**src/rtl/imem_fetch_ctrl.sv**
```systemverilog
// imem_fetch_ctrl: instruction fetch sequencer for the 5-stage pipeline.
// Owns the fetch PC and the IF/ID register, talks to a variable-latency
// instruction memory over a req/ack handshake, parks a returned word while
// decode is stalled and drains fetches made stale by an EX redirect.
// Optional feature: define FETCH_PERF_CNT_EN to add the saturating
// perf_wait_cnt / perf_kill_cnt counters and their ports.
module imem_fetch_ctrl #(
  parameter logic [31:0] RESET_PC = 32'h0000_0000
`ifdef FETCH_PERF_CNT_EN
  ,
  parameter int unsigned CNT_W    = 32
`endif
) (
  input  logic             clk,
  input  logic             rst_n,
  input  logic             stallD,
  input  logic             flushD,
  input  logic             PC_srcE,
  input  logic [31:0]      PC_targetE,
  output logic             mem_req,
  output logic [31:0]      mem_addr,
  input  logic             mem_ack,
  input  logic [31:0]      mem_rdata,
  output logic [31:0]      instrD,
  output logic [31:0]      PCD,
  output logic [31:0]      PC_plus4D,
  output logic             imem_busy
`ifdef FETCH_PERF_CNT_EN
  ,
  output logic [CNT_W-1:0] perf_wait_cnt,
  output logic [CNT_W-1:0] perf_kill_cnt
`endif
);

  typedef enum logic [1:0] {
    FETCH = 2'd0,
    DRAIN = 2'd1,
    HOLD  = 2'd2
  } state_t;

  state_t      state;
  logic [31:0] pc_q;
  logic [31:0] redir_q;
  logic [31:0] buf_q;

  logic [31:0] pc_plus4;
  logic [31:0] target;
  logic        new_valid;
  logic [31:0] new_word;
  logic        unused_target_lsbs;

  // Redirect targets are forced to word alignment, so pc_q never has low bits set.
  assign target             = {PC_targetE[31:2], 2'b00};
  assign unused_target_lsbs = ^PC_targetE[1:0];
  assign pc_plus4           = pc_q + 32'd4;

  // Memory side: request in FETCH and DRAIN, never while reset is asserted.
  assign mem_req   = rst_n & (state != HOLD);
  assign mem_addr  = pc_q;
  assign imem_busy = mem_req & ~mem_ack;

  // A word is ready for decode from a live ack in FETCH or from the park buffer.
  assign new_valid = ((state == FETCH) && mem_ack) || (state == HOLD);
  assign new_word  = (state == HOLD) ? buf_q : mem_rdata;

  // Fetch FSM, PC, redirect/park registers and the IF/ID register.
  always_ff @(posedge clk) begin
    if (!rst_n) begin
      state     <= FETCH;
      pc_q      <= {RESET_PC[31:2], 2'b00};
      redir_q   <= 32'd0;
      buf_q     <= 32'd0;
      instrD    <= 32'd0;
      PCD       <= 32'd0;
      PC_plus4D <= 32'd0;
    end else begin
      case (state)
        FETCH: begin
          if (mem_ack) begin
            if (PC_srcE) begin
              pc_q <= target;
            end else if (stallD) begin
              buf_q <= mem_rdata;
              state <= HOLD;
            end else begin
              pc_q <= pc_plus4;
            end
          end else if (PC_srcE) begin
            redir_q <= target;
            state   <= DRAIN;
          end
        end
        DRAIN: begin
          if (PC_srcE) begin
            redir_q <= target;
          end
          if (mem_ack) begin
            pc_q  <= PC_srcE ? target : redir_q;
            state <= FETCH;
          end
        end
        HOLD: begin
          if (PC_srcE) begin
            buf_q <= 32'd0;
            pc_q  <= target;
            state <= FETCH;
          end else if (!stallD) begin
            pc_q  <= pc_plus4;
            state <= FETCH;
          end
        end
        default: state <= FETCH;
      endcase

      if (!stallD) begin
        if (flushD || PC_srcE || !new_valid) begin
          instrD    <= 32'd0;
          PCD       <= 32'd0;
          PC_plus4D <= 32'd0;
        end else begin
          instrD    <= new_word;
          PCD       <= pc_q;
          PC_plus4D <= pc_plus4;
        end
      end
    end
  end

`ifdef FETCH_PERF_CNT_EN
  logic kill_ack;

  // An ack is wasted when draining a stale fetch or when it meets a redirect.
  assign kill_ack = mem_req & mem_ack &
                    ((state == DRAIN) || ((state == FETCH) && PC_srcE));

  // Saturating counters for memory wait cycles and discarded fetches.
  always_ff @(posedge clk) begin
    if (!rst_n) begin
      perf_wait_cnt <= '0;
      perf_kill_cnt <= '0;
    end else begin
      if (imem_busy && (perf_wait_cnt != '1)) begin
        perf_wait_cnt <= perf_wait_cnt + CNT_W'(1);
      end
      if (kill_ack && (perf_kill_cnt != '1)) begin
        perf_kill_cnt <= perf_kill_cnt + CNT_W'(1);
      end
    end
  end
`endif

endmodule

```
**config.mk**
```make
export PLATFORM = sky130hd
export DESIGN_NAME = imem_fetch_ctrl
export DESIGN_NICKNAME = d
export VERILOG_FILES = /design/src/rtl/imem_fetch_ctrl.sv
export SDC_FILE = /design/constraint.sdc
export NUM_CORES = 1
export LEC_CHECK = 0
export ABC_AREA = 0
export BUFFER_PORTS_ARGS = -buffer_cell sky130_fd_sc_hd__buf_2
export CAP_MARGIN = 5
export CORE_MARGIN = 4
export CORE_UTILIZATION = 45
export DETAILED_ROUTE_END_ITERATION = 8
export PLACE_DENSITY_LB_ADDON = 0.2
export SYNTH_ARGS = -nofsm -noshare
export SYNTH_HDL_FRONTEND = slang
export SYNTH_SLANG_ARGS = --single-unit
```
**constraint.sdc**
```tcl
create_clock -name clk -period 6.5 [get_ports clk]
set_input_delay 0 -clock clk [delete_from_list [all_inputs] [get_ports clk]]
set_output_delay 0 -clock clk [all_outputs]
set_load 0.01 [all_outputs]
```
# == Yosys cells after proc, flatten, opt, wreduce, memory -nomap -nowiden ==
# Index checks and enable logic that the tools add are counted.
# word_totals
in_bits,70
out_inout_bits,130
reg_bits,194
# op_classes
n_bitwise,3
n_mux,25
reduce_logical,13
eq_ne,13
n_addsub,1
# ops
operator,count
$mux 32,14
$pmux 32 s2,2
$pmux 32 s3,1
$add 32x3->32 const B,1
$mux 2,7
$ne 2x2->1 const B,7
$ne 3x3->1 const B,4
$reduce_and 5->1,2
$pmux 2 s3,1
$reduce_bool 2->1,2
$logic_or 1x1->1,3
$reduce_and 3->1,1
$reduce_bool 3->1,1
$and 1x1->1,2
$eq 2x1->1 const B,1
$eq 2x2->1 const B,1
$logic_not 2->1,1
$reduce_and 2->1,1
$logic_and 1x1->1,1
$logic_not 1->1,1
$not 1->1,1

# == Longest topological paths before layout ==
# Gate-level depths: netlist of the first run.
# depth
word_depth,6
depth_mapped,8

# == Worst setup path after synthesis of the first run ==
# No wires, ideal clock.
# synth_timing
path_type,register to register
start,register pc_q[2] (netlist: mem_addr[2])
end,register pc_q[20] (netlist: mem_addr[20])
path_buffers,0
arrival_time_ns,2.169
path_slack_ns,4.257
required_time_ns,6.426
stages_incl_launch_ff,7
setup_time_ns,0.074
cell_sequence,dfxtp_1 > ha_1 > nand3_1 > nor4_4 > or3b_1 > or4_1 > a31oi_1
# synth_between
elab_chain_cells,5
# synth_rtl
item,line,rtl
from (decl),42,logic [31:0] pc_q;
from (signal assigned),70,"pc_q <= {RESET_PC[31:2], 2'b00};"
from (signal assigned),81,pc_q <= target;
from (signal assigned),86,pc_q <= pc_plus4;
$add 32x3->32 (*),55,assign pc_plus4 = pc_q + 32'd4;
$mux 32 (*),"82, 107",
$mux 32 (*),103,if (PC_srcE) begin
$mux 32,79,if (mem_ack) begin
$pmux 32 s3 (*),77,case (state)
# Mark *: on every way between the ends. The rest lies on a longest branch, timed or not. The select of a mux whose other input is x is not followed.
# A chain may end at the register's enable or synchronous reset.

# == Worst setup path after layout of the first run ==
# layout_timing
start,register pc_q[10] (netlist: mem_addr[10])
end,register pc_q[27] (netlist: mem_addr[27])
# Same word-level chain as after synthesis.

==> reports/results.tsv, run 1 <==
stage	metric	value	unit
critical_path	CP Class	reg -> reg	
power	P_sw	701	µW
layout	utilization after layout	58.5	%
power	VDD IR-drop max	195	µV
clock_network	CTS tree	built	
power	pwr/cell area	242	nW/µm²
global_routing	gr ovfl total	0	
yosys	Post-synth EDFFs	0	
floorplan	Die W	144	µm
critical_path	CP cell instances	nand4_4 -> nor4_4 -> nand3_1 -> or4_1 -> a31oi_1	
global_routing	total track usage	23.1	%
timing	Least-Margin Pin Slew	1.17	ns
timing	setup TNS	0	ns
floorplan	Top Ports	200	
drt	Final ANT Viol Nets	0	
layout	fillcell total	1663	
layout	Post-layout nets	1258	
timing	final cycle utilization of the critical path	43.0	%
yosys	Netlist cell types	55	
drt	First DRT Iteration DRCs	504	
layout	Sequential Area	3840	µm²
power	share of power burned in registers	48.9	%
critical_path	worst-path fanout max	25	
layout	Finished Cell Area	10600	µm²
layout	Post-Layout Cell Count	1429	
yosys	Yosys warning total	0	
drt	drt first pass iters	5	
floorplan	Die Y	144	µm
timing	max-slew violation count	0	
floorplan	number of core rows	49	
outcome	status	finished clean	
yosys	Post-synth ARST share	0	%
drt	number of remaining DRC errors	0	
place	Placed Instance Area	9370	µm²
timing	Final Hold Slack	0.0792	ns
timing	unrepaired setup endpoints after global routing	no	
worst_hold_path	HP Class	in -> reg	
power	Pleak	4.36	nW
job	# Max-Cap Violations	0	
clock_network	total CTS buffers	17	
place	Setup WS pre-CTS	3.77	ns
yosys	Main synth FF type	dfxtp_1	
layout	Antenna Cells	0	
global_routing	antenna violations before repair	1	
layout	layout cells sized above 1	21.3	%
yosys	Post-Syn Area	8310	µm²
yosys	register bit total from synthesis	192	
clock_network	clk slew on worst S/H paths	0.07	ns
layout	area grow syn2layout	27.2	%
drt	Vias per Instance	5.48	
clock_network	H-tree Lvls	4	
timing	fmax	0.357	GHz
drt	overall routed net length	24.0	mm
yosys	Syn Area/Cell	8.43	µm²
layout	Multi-input gate area	4120	µm²
timing	final critical-path required period	2.80	ns
clock_network	CTS Buffer Depth	2	
place	IO Port Bufs	197	
power	P_int	1.85	mW
power	switching share of power	27.4	%
timing	Final Hold Viols	0	
power	power consumption	2.56	mW
critical_path	CP Capture Type	register	
timing	clk_skew	0.00990	ns
timing	Final WS setup	3.70	ns
floorplan	starting density of the core	46.0	%
power	Logic pwr share	10.8	%
critical_path	CP arrival	3.16	ns
critical_path	Worst Path Required	6.86	ns
drt	vias	7826	
critical_path	WP buf/inv	0	
place	placed insts	1334	
floorplan	die area	20700	µm²
clock_network	clk_lat worst skew	0.44	ns
critical_path	flop2flop setup slack	3.70	ns
clock_network	clock sink count	192	
timing	max_slew headroom	21.3	%
timing	final setup violation count	0	
critical_path	type of element launching the critical path	register	
drt	Routed wire per std cell	16.8	µm
place	routability-driven placement congestion ratio	0.822	
yosys	Cells after Synth	986	
yosys	post-synthesis net count	1057	
clock_network	CTS Root Cell	clkbuf_16	
power	Clock Power Share	40.3	%
yosys	post-synthesis sequential area ratio	46.2	%
floorplan	Core ar.	18100	µm²
global_routing	vias in the first global route	7413	
global_routing	pin count of the biggest net entering global routing	84	
critical_path	Worst path slowest cell	nor4_4	
place	Post-DP HPWL	15.3	mm
critical_path	worst stage delay on the critical path	1.05	ns
global_routing	first-pass GRT wire length	38.6	mm
critical_path	CP top delay family	simple AND/OR/NAND/NOR gates	
[flip-flops by register name (all words and copies together), names as in the netlist]
register / flops
buf_q: 32
PC_plus4D: 30
mem_addr: 32
PCD: 32
instrD: 32
redir_q: 32
state: 2
[routing by layer]
metal | track usage [%] | share of wire, % | vias to the layer above
met3 | 5.42 | 6.8 | 34
met2 | 37.6 | 47 | 256
li1 | - | - | 3879
met4 | 6.69 | 1.9 | 2
met1 | 30.9 | 45 | 3655
met5 | 0 | 0.054 | -
[layout by cell type, fill, tap and decap left out, types with 7 or more instances in the layout]
| cell type | n |
|---|---|
| a21oi_1 | 89 |
| a222oi_1 | 8 |
| a22oi_1 | 49 |
| a2bb2oi_1 | 36 |
| a31oi_1 | 7 |
| and2_1 | 37 |
| buf_2 | 197 |
| buf_4 | 14 |
| clkbuf_16 | 17 |
| dfxtp_1 | 192 |
| dlygate4sd3_1 | 63 |
| mux2i_1 | 34 |
| nand2_1 | 110 |
| nand3_1 | 18 |
| nand4_1 | 11 |
| nor2_1 | 126 |
| nor3_1 | 18 |
| o21ai_0 | 46 |
| o22ai_1 | 7 |
| xnor2_1 | 7 |
| xor2_1 | 21 |
[path summary, 6_finish.rpt]
check	start	endpoint	cells after the start
setup / recovery	mem_addr[10]$_SDFFE_PN0P_	mem_addr[27]$_SDFFE_PN0P_	5
hold / removal	rst_n	mem_addr[7]$_SDFFE_PN0P_	2
setup reg to reg	mem_addr[10]$_SDFFE_PN0P_	mem_addr[27]$_SDFFE_PN0P_	5
hold reg to reg	PC_plus4D[16]$_SDFFE_PN0N_	PC_plus4D[16]$_SDFFE_PN0N_	2
[cell usage after synthesis, types with 19 or more instances]
| library cell | n | area share [%] |
|---|---|---|
| a22oi_1 | 49 | 4.4 |
| nor3_1 | 19 | 1.1 |
| a21oi_1 | 89 | 5.4 |
| nand2_1 | 110 | 5.0 |
| clkbuf_1 | 73 | 3.3 |
| mux2i_1 | 34 | 4.1 |
| and2_1 | 37 | 2.8 |
| o21ai_0 | 46 | 2.8 |
| xor2_1 | 21 | 2.2 |
| nor2_1 | 128 | 5.8 |
| a2bb2oi_1 | 36 | 3.8 |
| dfxtp_1 | 192 | 46 |
[cell families (layout without fill, tap and decap cells)]
family | after synthesis | after routing | share of synthesized area (%)
AO/OA/AOI/OAI | 271 | 271 | 21.3
adder cells (fa/ha/maj) | 1 | 1 | 0.150
flip-flops | 192 | 192 | 46.2
XOR/XNOR | 28 | 28 | 2.95
buffers and inverters | 99 | 313 | 4.71
multiplexers | 34 | 34 | 4.09
AND/OR/NAND/NOR | 361 | 361 | 20.6
[area by class of cell]
| class | instances | share of cell area [%] |
|---|---|---|
| multi-input combinational | 695 | 38.9 |
| sequential | 192 | 36.4 |
| timing repair buffer | 274 | 16.3 |
| clock buffer | 18 | 4.15 |
| tap | 229 | 2.71 |
| clock inverter | 14 | 1.29 |
| inverter | 7 | 0.272 |
[timing repair]
action                    4_1_cts  5_1_grt
gates resized for setup         0        0
hold endpoints to repair       80        0
hold buffers                   63        0
buffers inserted                0        0
[power groups by stage]
stage	logic, mW	registers (mW)	clock network (mW)
5_1_grt	0.307	1.26	1.10
3_5_place_dp	0.246	1.28	0
6_report	0.276	1.25	1.03
3_3_place_gp	0.244	1.28	0
4_1_cts	0.277	1.25	1.05
2_1_floorplan	0.165	1.27	0
Note: power is estimated with default switching activity, not from simulation.
==> inputs of run 2 (changes only) <==
==> constraint.sdc (replaced) <==
create_clock -name clk -period 2.7 [get_ports clk]
set_input_delay 0 -clock clk [delete_from_list [all_inputs] [get_ports clk]]
set_output_delay 0 -clock clk [all_outputs]
set_load 0.01 [all_outputs]
==> reports/results.tsv, run 2 (synthesis gave the netlist of run 1 again) <==
stage	metric	value	unit	change
drt	vias	8064		+3.0%
power	Pleak	4.53	nW	+3.8%
timing	final setup violation count	0		unchanged
critical_path	worst-path fanout max	8		-68%
critical_path	worst r2r dst	mem_addr[30]$_SDFFE_PN0P_		
clock_network	clk slew on worst S/H paths	0.07	ns	about the same
clock_network	CTS tree	built		
clock_network	CTS Buffer Depth	2		unchanged
power	Logic pwr share	11.1	%	+0.3 points
floorplan	Die W	144	µm	unchanged
power	P_sw	1.64	mW	+130%
drt	drt first pass iters	5		unchanged
timing	Least-Margin Pin Slew	0.794	ns	-0.377 ns
clock_network	clk_lat worst skew	0.43	ns	about the same
critical_path	flop2flop setup slack	0.31	ns	-3.39 ns
layout	most common cell after layout, fill and taps aside	buf_2		
job	# Max-Cap Violations	0		unchanged
floorplan	Die Y	144	µm	unchanged
floorplan	die area	20700	µm²	unchanged
clock_network	post-CTS sizing	0		unchanged
timing	max-slew violation count	0		unchanged
global_routing	vias in the first global route	7641		+3.1%
global_routing	pin count of the biggest net entering global routing	50		-40%
timing	fmax	0.419	GHz	+17%
global_routing	total track usage	23.6	%	+0.51 points
clock_network	clock sink count	192		unchanged
layout	layout cells sized above 1	23.0	%	+1.7 points
drt	overall routed net length	24.7	mm	+2.8%
power	switching share of power	25.6	%	-1.9 points
critical_path	crit path launch	mem_addr[3]$_SDFFE_PN0P_		
power	P_int	4.77	mW	+160%
critical_path	Worst Reg-to-Reg Cells	6		+1
clock_network	postcts setup bufs	0		unchanged
power	share of power burned in registers	46.8	%	-2.1 points
timing	setup TNS	0	ns	unchanged
layout	most frequent cells in the layout	buf_2, dfxtp_1, nor2_1, nand2_1, a21oi_1		
floorplan	starting density of the core	46.0	%	unchanged
floorplan	Top Ports	200		unchanged
global_routing	first-pass GRT wire length	39.4	mm	+2.1%
floorplan	number of core rows	49		unchanged
timing	unrepaired setup endpoints after global routing	no		
floorplan	Core ar.	18100	µm²	unchanged
critical_path	type of element launching the critical path	register		
place	routability-driven placement congestion ratio	0.867		+5.4%
timing	Final Hold Viols	0		unchanged
clock_network	total CTS buffers	17		unchanged
timing	final cycle utilization of the critical path	88.4	%	+45 points
drt	Vias per Instance	5.53		+0.92%
power	Clock Power Share	42.0	%	+1.7 points
global_routing	antenna violations before repair	2		+1
critical_path	CP arrival	2.71	ns	-0.45 ns
clock_network	H-tree Lvls	4		unchanged
clock_network	CTS Root Cell	clkbuf_16		
power	pwr/cell area	591	nW/µm²	+140%
critical_path	CP Class	reg -> reg		
timing	Final WS setup	0.315	ns	-3.39 ns
drt	Routed wire per std cell	16.9	µm	+0.70%
timing	final critical-path required period	2.39	ns	-0.413 ns
critical_path	Setup crit end	mem_addr[30]$_SDFFE_PN0P_		
worst_hold_path	HP Class	in -> reg		
outcome	status	finished clean		
layout	area grow syn2layout	30.5	%	
critical_path	CP Capture Type	register		
power	VDD IR-drop max	462	µV	+140%
layout	fillcell total	1611		-3.1%
global_routing	gr ovfl total	0		unchanged
critical_path	Worst Path Required	3.02	ns	-3.84 ns
timing	clk_skew	0.0104	ns	+0.000463 ns
drt	number of remaining DRC errors	0		unchanged
place	IO Port Bufs	197		unchanged
layout	utilization after layout	60.0	%	+1.5 points
drt	First DRT Iteration DRCs	615		+22%
drt	Final ANT Viol Nets	0		unchanged
timing	max_slew headroom	47.1	%	+26 points
place	Setup WS pre-CTS	0.345	ns	-3.43 ns
layout	Post-layout nets	1286		+2.2%
critical_path	r2r startpoint	mem_addr[3]$_SDFFE_PN0P_		
place	Post-DP HPWL	16.3	mm	+6.6%
## run 2: cell types whose count changed in the layout (fill, tap and decap cells not counted), moves of 2 or more
| cell | before | now |
|---|---|---|
| clkinv_4 | 3 | 0 |
| diode_2 | 0 | 2 |
| buf_4 | 14 | 41 |
| inv_8 | 4 | 1 |
| bufinv_16 | 0 | 3 |
## run 2: what timing repair did
item	4_1_cts	5_1_grt
setup endpoints to repair	0	0
endpoints found under the hold margin	74	0
hold buffers	63	0
## run 2: critical path, stage by stage (launching register included)
cell     delay, ns
dfxtp_1       0.43
ha_1          0.22
nand3_1       0.37
nor2_1        0.51
nand3_1       0.22
and4_1        0.27
a211o_1       0.25
## run 2: how the worst min path moves through the flow
stage / start / end / slack [ns] / cells after the start
after floorplan: mem_ack / imem_busy / 0.05 / 1
after global placement: PC_targetE[27] / redir_q[27]$_SDFFE_PN0P_ / 0.26 / 3
after detailed placement: PC_targetE[21] / redir_q[21]$_SDFFE_PN0P_ / 0.26 / 3
after CTS: rst_n / mem_addr[7]$_SDFFE_PN0P_ / 0.08 / 2
after global routing: rst_n / mem_addr[11]$_SDFFE_PN0P_ / 0.11 / 3
final: rst_n / mem_addr[7]$_SDFFE_PN0P_ / 0.10 / 2
## run 2: area by class of cell
cell class                      count  area [µm²]  share of cell area (%)
Multi-Input combinational cell    695        4110                    37.9
Sequential cell                   192        3840                    35.4
Timing Repair Buffer              302        1940                    17.9
Clock buffer                       19         453                    4.18
Tap cell                          229         287                    2.64
Clock inverter                     13         171                    1.58
Inverter                            7        28.8                   0.265
Antenna cell                        2        5.00                  0.0461
## run 2: layer usage
layer  vias up  GRT usage, %  wire length, µm
met5         -             0               12
met4         2          6.64              420
met3        32          5.19             1580
met2       263          39.4            11700
met1      3839          31.0            11000
li1       3928             -                -
## run 2: power by group through the flow
stage	sequential [mW]	combinational [mW]	clock, mW
after CTS	3.00	0.709	2.73
after global routing	3.01	0.784	2.85
final	3.00	0.712	2.69
after detailed placement	3.06	0.633	0
after floorplan	3.05	0.397	0
after global placement	3.06	0.629	0
## run 2: stage by stage
stage	total power, mW	std cells	hold slack, ns	cell area, µm²
5_1_grt	6.64	1458	0.105	10800
6_report	6.41	1459	0.102	10800
3_3_place_gp	3.69	1362	0.255	9590
4_1_cts	6.44	1457	0.0765	10800
3_5_place_dp	3.70	1362	0.261	9590
2_1_floorplan	3.45	986	0.0544	8310
